`src/rtl/setn_release_seq.sv`:
```
// setn_release_seq: after reset or a synchronized preset request, holds every
// SETN group low for HOLD_CYC cycles, then releases the groups one at a time
// in ascending order, GAP_CYC cycles apart. A new request restarts the
// sequence; DONE pulses once when the final group is released.
module setn_release_seq #(
  parameter int NGRP     = 4,
  parameter int HOLD_CYC = 4,
  parameter int GAP_CYC  = 2,
  parameter int SYNC_STG = 2
) (
  input  logic            CLK,
  input  logic            RST,
  input  logic            REQ_N,
  output logic [NGRP-1:0] SETN,
  output logic            BUSY,
  output logic            DONE
);

  typedef enum logic [1:0] {
    ST_IDLE,
    ST_HOLD,
    ST_RELEASE
  } state_e;

  localparam logic [7:0] HOLD_LAST = 8'(HOLD_CYC - 1);
  localparam logic [7:0] GAP_LAST  = 8'(GAP_CYC - 1);
  localparam logic [2:0] LAST_GRP  = 3'(NGRP - 1);

  logic [SYNC_STG-1:0] sync_q;
  logic                req_s;

  state_e              state_q, state_d;
  logic [7:0]          hold_q, hold_d;
  logic [7:0]          gap_q, gap_d;
  logic [2:0]          grp_q, grp_d;
  logic [NGRP-1:0]     setn_q, setn_d;
  logic                busy_q, busy_d;
  logic                done_q, done_d;

  // Synchronize the asynchronous request; reset loads the deasserted level.
  always_ff @(posedge CLK) begin
    // NOTE: sequential state uses non-blocking assignments so every flop
    // samples the pre-edge values of its neighbours, as a shift register must.
    if (RST) sync_q <= '1;
    else     sync_q <= {sync_q[SYNC_STG-2:0], REQ_N};
  end

  assign req_s = ~sync_q[SYNC_STG-1];

  // State, counters and the registered outputs.
  always_ff @(posedge CLK) begin
    if (RST) begin
      state_q <= ST_HOLD;
      hold_q  <= '0;
      gap_q   <= '0;
      grp_q   <= '0;
      setn_q  <= '0;
      busy_q  <= 1'b1;
      done_q  <= 1'b0;
    end else begin
      state_q <= state_d;
      hold_q  <= hold_d;
      gap_q   <= gap_d;
      grp_q   <= grp_d;
      setn_q  <= setn_d;
      busy_q  <= busy_d;
      done_q  <= done_d;
    end
  end

  // Next-state logic: hold all groups low, then release them one by one.
  always_comb begin
    // NOTE: every target gets a default before the case so no path through
    // the logic leaves a signal unassigned and a latch is never inferred.
    state_d = state_q;
    hold_d  = hold_q;
    gap_d   = gap_q;
    grp_d   = grp_q;
    setn_d  = setn_q;
    busy_d  = busy_q;
    done_d  = 1'b0;

    case (state_q)
      ST_IDLE: begin
        if (req_s) begin
          state_d = ST_HOLD;
          setn_d  = '0;
          busy_d  = 1'b1;
          hold_d  = '0;
        end
      end

      ST_HOLD: begin
        if (req_s) begin
          hold_d = '0;
        end else if (hold_q == HOLD_LAST) begin
          setn_d[0] = 1'b1;
          gap_d     = '0;
          grp_d     = 3'd1;
          if (NGRP == 1) begin
            state_d = ST_IDLE;
            busy_d  = 1'b0;
            done_d  = 1'b1;
          end else begin
            state_d = ST_RELEASE;
          end
        end else begin
          hold_d = hold_q + 8'd1;
        end
      end

      ST_RELEASE: begin
        if (req_s) begin
          state_d = ST_HOLD;
          setn_d  = '0;
          busy_d  = 1'b1;
          hold_d  = '0;
          gap_d   = '0;
          grp_d   = '0;
        end else if (gap_q == GAP_LAST) begin
          for (int k = 0; k < NGRP; k++) begin
            if (grp_q == 3'(k)) setn_d[k] = 1'b1;
          end
          gap_d = '0;
          grp_d = grp_q + 3'd1;
          if (grp_q == LAST_GRP) begin
            state_d = ST_IDLE;
            busy_d  = 1'b0;
            done_d  = 1'b1;
          end
        end else begin
          gap_d = gap_q + 8'd1;
        end
      end

      default: begin
        state_d = ST_HOLD;
        setn_d  = '0;
        busy_d  = 1'b1;
        hold_d  = '0;
        gap_d   = '0;
        grp_d   = '0;
      end
    endcase
  end

  assign SETN = setn_q;
  assign BUSY = busy_q;
  assign DONE = done_q;

endmodule

```
`config.mk`:
```
export PLATFORM = sky130hd
export DESIGN_NAME = setn_release_seq
export DESIGN_NICKNAME = d
export VERILOG_FILES = /design/src/rtl/setn_release_seq.sv
export SDC_FILE = /design/constraint.sdc
export NUM_CORES = 1
export LEC_CHECK = 0
export ABC_AREA = 1
export BUFFER_PORTS_ARGS = -buffer_cell sky130_fd_sc_hd__buf_2
export CAP_MARGIN = 5
export CORE_ASPECT_RATIO = 1.4
export CORE_MARGIN = 5
export CORE_UTILIZATION = 60
export CTS_CLUSTER_SIZE = 12
export DETAILED_ROUTE_END_ITERATION = 8
export GPL_TIMING_DRIVEN = 1
export PLACE_DENSITY = 0.82
export SKIP_LAST_GASP = 1
export SYNTH_ARGS = -nofsm -noshare
export SYNTH_HDL_FRONTEND = slang
export SYNTH_SLANG_ARGS = --single-unit
```
`constraint.sdc`:
```
create_clock -name CLK -period 1.72 [get_ports CLK]
set_input_delay 0.172 -clock CLK [delete_from_list [all_inputs] [get_ports CLK]]
set_output_delay 0.172 -clock CLK [all_outputs]
set_load 0.02 [all_outputs]
```
## Word-level counts from Yosys, hierarchy flattened

Cells that the tools add are included.

- Mux-type cells: 38
- Eq/ne operators: 17
- Reductions and logical operators: 12
- $add $sub $neg: 3
- Bitwise operators: 5

Operators with widths:

| operator | count |
|---|---|
| $mux W8 | 7 |
| $pmux W8 S3 | 1 |
| $ne A3 B3 Y1 const B | 6 |
| $pmux W3 S3 | 2 |
| $add A8 B1 Y8 const B | 2 |
| $pmux W8 S2 | 1 |
| $reduce_and A4 Y1 | 4 |
| $mux W2 | 6 |
| $mux W3 | 4 |
| $mux W4 | 3 |
| $mux W1 | 11 |
| $reduce_and A5 Y1 | 2 |
| $eq A8 B1 Y1 const B | 1 |
| $eq A8 B2 Y1 const B | 1 |
| $ne A2 B2 Y1 const B | 4 |
| $eq A3 B2 Y1 const B | 2 |
| $pmux W1 S3 | 2 |
| $pmux W2 S3 | 1 |
| $not A1 Y1 | 5 |
| $reduce_or A4 Y1 | 1 |
| $add A3 B1 Y3 const B | 1 |
| $eq A3 B1 Y1 const B | 1 |
| $logic_not A3 Y1 | 1 |
| $reduce_and A3 Y1 | 1 |
| 5 further kinds | 5 |

- Logic and storage cells: 86
- Input bits: 3
- Flip-flop bits (word level): 29
- Output and inout bits: 6

## Depth between registers and ports, before layout

Gate-level depths: netlist of the first run.

- Depth after elaboration: 5
- Depth in mapped cells: 11
- Gate-level depth less buffers: 11

## Least setup slack after synthesis of the first run

No wires, ideal clock.

- Kind: reg2reg
- Start: reg state_q[1]
- End: reg hold_q[3]
- Data arrival time: 1.252 ns
- Path slack: 0.352 ns
- Buffers on the path: 0
- Clock period less this slack: 1.368 ns
- Library setup time: 0.115 ns
- Data required time: 1.605 ns
- Stages on the path, launching flop included: 10
- Path through: dfxtp_1 inv_1 ha_1 nand2_1 inv_1 nand2_1 nand2_2 nor2_1 xnor2_1 nor2_1

- Longest elaborated chain between the ends: 4
- Elaborated cells on any way between the ends: 8
- Classes of those cells: eq/ne: 4; mux: 1; reduce/logical: 3

RTL lines:

| what | RTL line | RTL |
|---|---|---|
| start: declaration | 32 | `state_e state_q, state_d;` |
| start signal: assignment | 61 | `state_q <= state_d;` |
| $eq A2 B2 Y1 or $logic_not A2 Y1 (tied branches) | 83 | `case (state_q)` |
| $reduce_or A2 Y1 (no source line) | n/a |  |
| $ne A2 B2 Y1 (no source line) | n/a |  |
| $reduce_and A2 Y1 (no source line) | n/a |  |
| end signal: assignment | 62 | `hold_q <= hold_d;` |
| end: declaration | 33 | `logic [7:0] hold_q, hold_d;` |

Parallel ways exist; a longest one is shown, timed or not.
A chain may end at the register's enable or synchronous reset.

## Final worst setup path of the first run

- Start: reg state_q[1]
- End: reg gap_q[5]

- Longest elaborated chain between the ends: 3
- Elaborated cells on any way between the ends: 8
- Classes of those cells: eq/ne: 4; mux: 1; bitwise: 1; reduce/logical: 2

RTL lines:

| what | RTL line | RTL |
|---|---|---|
| $eq A2 B1 Y1 or $logic_not A2 Y1 (tied branches) | 83 |  |
| $ne A2 B2 Y1 (no source line) or $not A1 Y1 (tied branches) | n/a |  |
| $reduce_and A3 Y1 (no source line) | n/a |  |
| end signal: assignment | 63 | `gap_q <= gap_d;` |
| end: declaration | 34 | `logic [7:0] gap_q, gap_d;` |

Parallel ways exist; a longest one is shown, timed or not.

==> results.md, run 1 <==
- The final period utilization is 88.3%.
- The run finished with clean final reports.
- After synthesis, flip-flops and latches occupy 35.4% of the total area.
- In this run the remaining antenna-violating nets after routing total 0.
- 0 antenna diodes ended up in the layout.
- Summed over all nets, the half-perimeter wirelength after detailed placement is 2.45 mm.
- The fraction of layout cells with a size suffix above 1 is 12.1%.
- Grouping stages by cell kind, the critical path spends the most delay in simple AND/OR/NAND/NOR gates.
- The number of failing hold endpoints at the final stage was 0.
- Across the routed clock network, the largest skew measured is 0.00515 ns.
- Post-CTS repair changed the size of 0 cells.
- The via count of the first global-routing pass is 1340.
- Row generation in the floorplan step produced 22 rows.
- The first routing iteration left 15 violations.
- For this run, the total global-route usage over all layers was measured as 19.9%.
- Setup repair after global routing left no endpoint under its margin.
- IR analysis of the VDD net gives a maximum drop of 0.000736 V.
- The number of gates on the worst path with buffers counted is 7.
- The die is 54.2 um wide.
- The count of port buffers added during placement is 8.
- The leakage power summed over all cells is 0.856 nW.
- The number of endpoints failing setup at the final stage is 0.
- The number of slew-limit violations in the final report is 0.
- Clock-pin slew was measured on the worst setup and hold paths at 0.09 ns.
- The capture point of the critical path is gap_q[5].
- The number of nets in the layout is 269.
- The cell count after synthesis came out at 240.
- Prior to clock tree synthesis, the placed netlist has a worst setup slack of 0.191 ns.
- Buffers added to address setup during post-CTS repair amount to 0.
- The clock tree synthesis step divided the H-tree into 2 levels.
- The first global-routing pass estimated 5.69 mm of wire.
- The final layout contains routed wiring with a total length of 3.28 mm.
- The initial utilization of the core area, before any placement, comes to 62.8%.
- The slowest library cell on the worst path is sky130_fd_sc_hd__dfxtp_1.
- The required time reported for the critical path endpoint is 1.98 ns.
- In this run the critical register-to-register path is launched from state_q[1].
- The growth of design area from synthesis to finish is 11.2%.
- TritonCTS built the clock tree.
- The worst path needs 1.52 ns of the cycle, external delays included.
- The fraction of synthesized cell area taken by the top area cell type is 35.4%.
- For this run, the slowest stage of the critical path takes 0.36 ns.
- The critical path starts at state_q[1].
- The count of cells in the finished layout, fillers not included, comes to 292.
- The areal power density over the cells is 1110 nW/um^2.
- The remaining global-route overflow is 0.
- The setup check on the worst reg-to-reg path leaves a slack of 0.20 ns.
- The first TritonRoute pass finished after 4 iterations.
- The worst-case headroom to the max-slew limit is 76.9%.
- The die covers 3900 um^2.
- The number of buffers and inverters on the critical path is 2.
- The number of buffers added to fix hold violations after cts is 0.
- The setup slack of the critical path after layout is 0.201 ns.
- The number of antenna violations at the first check in global routing is 0.
- The setup total negative slack is 0 ns.
- The number of cells on the worst reg-to-reg path is 7.
- The launching element type of the critical path is a register.
- The actual transition at the worst max-transition pin is 0.345 ns.
- Walking the worst path, the cells encountered are inv_1 > ha_1 > inv_1 > nor2_4 > nor3_4 > nand2_1 > a21oi_1.
- The number of primary I/O pins is 9.
- In this run the vertical extent of the chip is 71.9 um.
- After detailed placement, the design holds a cell count of 284.
- In the routed design, unresolved DRC markers number 0.
- In this run the critical register-to-register path is captured at gap_q[5].
- The count of different cell masters after synthesis is 27.
- The final RePlAce weighted congestion is 0.902.
- The number of fillers in the final layout is 236.
- The per-cell via count in the routed design is 5.07.
- The number of nets in the synthesized netlist is 254.
- The maximum clock insertion buffer count is 2.
- The clock drives 29 sinks.
- The cell type with the highest aggregate area in the netlist is sky130_fd_sc_hd__dfxtp_1.
- The class of the tightest hold or removal check is input port to register.
- The post-synth design cell area is 1640 um^2.
- The insertion delay of the later-clocked pin in the worst-skew pair is 0.33 ns.
- The mean routed wirelength per cell is 11.2 um.
- The critical path capture point type is a register.
- The total number of yosys warnings is 0.
- Along the worst path, the maximum fanout reaches 8.
- The tool flagged a number of max-cap violations equal to 0.
- The maximum frequency from static timing analysis is 0.658 GHz.
- The class of the most critical setup path is register to register.
- The critical path arrival is 1.78 ns.
- The placeable core region is 2620 um^2.
- The mean instance size in the synthesized netlist is 6.84 um^2.
- The routed layout has 1480 vias.
- The dominant cell type by count on the critical path is sky130_fd_sc_hd__inv_1.
- Counting flops and latches in the post-synthesis netlist gives 29.
- Entering global routing, the biggest net connects 13 pins.
- CTS placed an instance of sky130_fd_sc_hd__clkbuf_4 at the clock tree root.
- Counting the buffers created by CTS gives 5.
- By area the synthesized netlist is led by sky130_fd_sc_hd__dfxtp_1 (35%), sky130_fd_sc_hd__nand2_1 (13%), sky130_fd_sc_hd__ha_1 (8.4%), sky130_fd_sc_hd__nor2_1 (8.2%), sky130_fd_sc_hd__inv_1 (8.0%).
[routing by layer]
layer / wire (um) / part of all wire, % / global-route usage, % / vias up
met5: 0 / 0 / 0 / -
met4: 102 / 3.1 / 10.2 / 0
met3: 91 / 2.8 / 4.31 / 10
met2: 1670 / 51 / 33.2 / 15
met1: 1420 / 43 / 22.9 / 667
li1: - / - / - / 788
[state kept, by name, indices dropped and copies added, names as in the netlist]
name / flops
gap_q: 8
hold_q: 8
sync_q: 2
DONE: 1
state_q: 2
grp_q: 3
SETN: 4
BUSY: 1
[stage by stage]
step           area (um^2)  total power [mW]  util, %  hold WS (ns)
2_1_floorplan         1640              1.30        -         0.276
3_3_place_gp          1730              1.44     66.2         0.355
3_5_place_dp          1730              1.45     66.2         0.360
4_1_cts               1820              2.03     69.4        0.0129
5_1_grt               1830              2.18     69.8        0.0263
6_report              1830              2.02     69.8        0.0270
[worst min-delay path by stage]
stage                     startpoint        end  slack (ns)  depth (start not counted)
after floorplan                REQ_N  sync_q[0]        0.28                          1
after global placement         REQ_N  sync_q[0]        0.36                          2
after detailed placement       REQ_N  sync_q[0]        0.36                          2
after CTS                      REQ_N  sync_q[0]        0.01                          2
after global routing           REQ_N  sync_q[0]        0.03                          2
final                          REQ_N  sync_q[0]        0.03                          2
[layout by cell type (no fill, tap or decap), drive strengths merged]
master	count
nor2	40
a21oi	18
bufinv	1
nand2	61
a31oi	1
clkbuf	7
xnor2	2
nand3	16
nand3b	2
nor3	3
o21ai	4
xor2	1
ha	11
and2	1
a2bb2oi	1
inv	35
or2	3
o21bai	2
nand4	7
buf	10
nor3b	1
dfxtp	29
[power by group]
group          switching (mW)  internal (mW)
Clock                   0.235          0.347
Combinational           0.442          0.206
Sequential             0.0507          0.743
[logic make-up after synthesis]
logic type | count (synthesis) | synth area share [%]
flops | 29 | 35.4
fa+ha+maj | 11 | 8.38
compound gates | 26 | 8.54
simple gates | 134 | 37.4
buf+inv | 37 | 8.69
xor+xnor | 3 | 1.60
[cell type report]
class                      instances  area [um^2]  area share, %
multi-input combinational        174          928           50.9
tap                               36         45.0           2.47
inverter                          35          131           7.20
clock inverter                     1         30.0           1.64
sequential                        29          581           31.8
clock buffer                       7         55.1           3.02
timing repair buffer              10         55.1           3.02
[synthesized netlist by cell type, drive strengths merged]
| master | count |
|---|---|
| a31oi | 1 |
| a2bb2oi | 1 |
| xor2 | 1 |
| nor3b | 1 |
| a21oi | 18 |
| buf | 1 |
| o21bai | 2 |
| and2 | 1 |
| nor2 | 40 |
| clkbuf | 1 |
| o21ai | 4 |
| nand2 | 61 |
| ha | 11 |
| nor3 | 3 |
| or2 | 3 |
| nand3 | 16 |
| inv | 35 |
| nand4 | 7 |
| xnor2 | 2 |
| dfxtp | 29 |
| nand3b | 2 |
No activity file was read; power rests on OpenSTA's default activity.
==> run 2, diff against run 1 <==
--- a/config.mk
+++ b/config.mk
@@ -10,11 +10,11 @@
 export CAP_MARGIN = 5
 export CORE_ASPECT_RATIO = 1.4
 export CORE_MARGIN = 5
-export CORE_UTILIZATION = 60
+export CORE_UTILIZATION = 55
 export CTS_CLUSTER_SIZE = 12
 export DETAILED_ROUTE_END_ITERATION = 8
 export GPL_TIMING_DRIVEN = 1
-export PLACE_DENSITY = 0.82
+export PLACE_DENSITY = 0.76
 export SKIP_LAST_GASP = 1
 export SYNTH_ARGS = -nofsm -noshare
 export SYNTH_HDL_FRONTEND = slang
==> run 2 against run 1 <==
  * First-iteration DRC count grew to 2.7 times the previous value
  * Critical path depth increased by 2
  * Setup slack got worse by 0.036 ns
  * Global-route usage decreased by 2.7 points
  * Clock-buffer cell count is 1 lower
  * Clock power shrank 8.6%
  * Die area rose by 7.6%
  * Utilization is 6.8 points lower
  * Sequential cell count unchanged
  * Routed wire length decreased by 0.70%
  * Highest routed layer unchanged
  * Combinational power is 1% lower
  * Total power decreased by 2.8%
==> results.md, run 2 (synthesis results as in run 1) <==
- The critical path goes through inv_1 > ha_1 > nand2_1 > inv_1 > nand2_1 > nand2_2 > nor2_1 > xnor2_1 > nor2_1.
- The switching power share of the total came to 37.6% (+1.6 points).
- The time the final worst path needs with I/O delays and setup is 1.56 ns (+0.0363 ns).
- The insertion delay of the later-clocked pin in the worst-skew pair is 0.27 ns (-0.06 ns).
- The die width is 56.2 um (+3.6%).
- By startpoint and endpoint, the worst setup path is classified as register to register.
- The number of antenna violations at the first check in global routing is 0 (unchanged).
- The critical path arrival came to 1.72 ns (-0.06 ns).
- The largest net degree at the start of global routing is 13 (unchanged).
- The maximum frequency from static timing analysis came to 0.643 GHz (-2.3%).
- On the critical path, the stage with the largest delay is an instance of sky130_fd_sc_hd__dfxtp_1.
- The launching element type of the critical path is a register.
- The number of failing hold endpoints at the final stage is 0 (unchanged).
- The total of max-cap violations is 0 (unchanged).
- The worst ir drop on vdd came to 0.000744 V (+1.0%).
- The part of the power in the clock network is 27.1% (-1.7 points).
- The first-pass GRT wire length was 5.66 mm (-0.60%).
- The half-perimeter wire length after detailed placement is 2.49 mm (+1.6%).
- The number of buffers added to fix hold violations after cts is 0 (unchanged).
- The most common cell after layout, fill and taps aside is sky130_fd_sc_hd__nand2_1.
- The wire length reported by the detailed router is 3.25 mm (-0.70%).
- The peak fanout along the critical path is 8 (unchanged).
- The overall die area came to 4190 um^2 (+7.6%).
- The required time reported for the critical path endpoint was 1.89 ns (-0.09 ns).
- The multi-input gate area in the final layout came to 918 um^2 (-1.1%).
- The fraction of power consumed by combinational cells was 32.5% (+0.5 points).
- The growth of design area from synthesis to finish is 10.5%.
- STA classifies the critical path endpoint as a register.
- The number of endpoints failing setup at the final stage is 0 (unchanged).
- The part of the total power dissipated in sequential elements is 40.4% (+1.2 points).
- The actual transition at the worst max-transition pin is 0.354 ns (+0.00957 ns).
- The setup total negative slack is 0 ns (unchanged).
- In this run the worst setup path terminates at hold_q[3].
- The CTS tree is built.
- The number of primary I/O pins is 9 (unchanged).
- The post-route non-filler standard cell count came to 293 (+0.34%).
- The worst register-to-register path begins at state_q[1].
- The remaining design rule violation count is 0 (unchanged).
- The setup clock skew after layout came to 0.00378 ns (-0.00137 ns).
- The final period utilization came to 90.4% (+2.1 points).
- The number of fillers in the final layout is 280 (+19%).
- The critical register-to-register path endpoint is hold_q[3].
- The total net switching power was 739 uW (+1.6%).
- The row count came to 23 (+4.5%).
- The total number of H-tree levels came to 2 (unchanged).
- The DRC marker count from the first detailed-route iteration is 40 (+25).
- The post-detailed-route count of antenna-violating nets is 0 (unchanged).
- The number of nets in the layout is 269 (unchanged).
- The clock transition time at the flip-flop clock pins of the worst setup and hold paths was 0.06 ns (-0.03 ns).
- The remaining global-route overflow is 0 (unchanged).
- The number of slew-limit violations in the final report is 0 (unchanged).
- The per-cell via count in the routed design was 4.95 (-2.4%).
- The count of port buffers added during placement is 8 (unchanged).
- The setup slack on the worst flop-to-flop path came to 0.16 ns (-0.04 ns).
- The final standard cell area without fillers was 1810 um^2 (-0.62%).
- The effective utilization at floorplan came to 57.0% (-5.7 points).
- The delay of the slowest cell on the worst path is 0.35 ns (about the same).
- The worst-case headroom to the max-slew limit came to 76.3% (-0.64 points).
- The internal power of the cells is 1.23 mW (-5.3%).
- The total via count after detailed routing is 1450 (-2.0%).
- The post-cts gate resize count is 0 (unchanged).
- The post-route total power is 1.97 mW (-2.8%).
- The TritonCTS buffer count came to 5 (unchanged).
- The tree is rooted in a sky130_fd_sc_hd__clkbuf_8.
- The total track usage is 17.1% (-2.7 points).
- The areal power density over the cells is 1080 nW/um^2 (-2.2%).
- The class of the tightest hold or removal check is input port to register.
- The leakage power summed over all cells is 0.854 nW (-0.19%).
- The sequential cell area is 581 um^2 (unchanged).
- The depth of the most critical reg-to-reg path is 9 (+2).
- The TritonCTS sink count came to 29 (unchanged).
- The fraction of layout cells with a size suffix above 1 was 11.3% (-0.78 points).
- In the layout the commonest cells are sky130_fd_sc_hd__nand2_1 (58), sky130_fd_sc_hd__nor2_1 (36), sky130_fd_sc_hd__inv_1 (35).
- Setup repair after global routing left no endpoint under its margin.
- The via count of the first global-routing pass is 1340 (unchanged).
- The y dimension of the die is 74.6 um (+3.8%).
- The final RePlAce weighted congestion is 0.874 (-3.1%).
- The flow ran to the end, and the final reports show no timing, DRC or antenna violations.
- The maximum clock insertion buffer count is 2 (unchanged).
- The number of cells in the design after placement is 285 (+0.35%).
- The mean routed wirelength per cell is 11.1 um (-1.0%).
- Tracing the worst setup path back leads to its startpoint at state_q[1].
- The count of inserted antenna diode cells came to 0 (unchanged).
- The iteration count of the initial detailed-routing pass was 4 (unchanged).
- The placeable core region is 2880 um^2 (+10%).
- The placed standard-cell area was 1730 um^2 (about the same).
- The total setup buffers inserted after CTS is 0 (unchanged).
-- run 2: changes by cell type in the layout (fill, tap and decap cells not counted) --
cell and change:
sky130_fd_sc_hd__bufinv_16 -1, sky130_fd_sc_hd__clkbuf_4 -5, sky130_fd_sc_hd__nor2_2 -1, sky130_fd_sc_hd__clkinv_2 +2, sky130_fd_sc_hd__nand2_4 -1, sky130_fd_sc_hd__clkbuf_8 +4
sky130_fd_sc_hd__nor2_1 +1, sky130_fd_sc_hd__nand2_1 +1
-- run 2: worst min path at each step --
stage          start        end  depth (start not counted)
6_report       REQ_N  sync_q[0]                          2
5_1_grt        REQ_N  sync_q[0]                          2
4_1_cts        REQ_N  sync_q[0]                          2
3_5_place_dp   REQ_N  sync_q[0]                          2
3_3_place_gp   REQ_N  sync_q[0]                          2
2_1_floorplan  REQ_N  sync_q[0]                          1
-- run 2: metal layers --
layer	up-vias	global-route usage [%]	routed length [um]
met2	13	32.5	1750
met5	-	0	0
met4	0	6.33	23
met3	2	4.29	88
met1	647	18.4	1390
li1	788	-	-
-- run 2: layout make-up --
type                            instances  share of cell area [%]
Clock inverter                          2                   0.552
Inverter                               35                    7.24
Multi-Input combinational cell        174                    50.6
Clock buffer                            6                    4.00
Tap cell                               37                    2.55
Sequential cell                        29                    32.0
Timing Repair Buffer                   10                    3.03
-- run 2: power groups by stage --
stage | Clock (mW) | Combinational [mW] | Sequential [mW]
finish | 0.532 | 0.640 | 0.794
global route | 0.577 | 0.741 | 0.803
CTS | 0.543 | 0.643 | 0.796
detailed placement | 0 | 0.641 | 0.810
global placement | 0 | 0.633 | 0.810
floorplan | 0 | 0.474 | 0.828
-- run 2: worst max-delay path, delay by kind of cell, from the launching register on --
family | cells | cell delay [ns]
flip-flops | 1 | 0.35
buffers and inverters | 2 | 0.14
adder cells (fa/ha/maj) | 1 | 0.24
XOR/XNOR | 1 | 0.13
AND/OR/NAND/NOR | 5 | 0.59
-- run 2: per-stage QoR --
| step | util (%) | setup WS [ns] | hold WS, ns |
|---|---|---|---|
| floorplan | - | 0.352 | 0.276 |
| global placement | 60.2 | 0.193 | 0.354 |
| CTS | 63.0 | 0.163 | 0.0812 |
| detailed placement | 60.2 | 0.172 | 0.365 |
| global route | 63.0 | 0.00747 | 0.0948 |
| finish | 63.0 | 0.165 | 0.0845 |
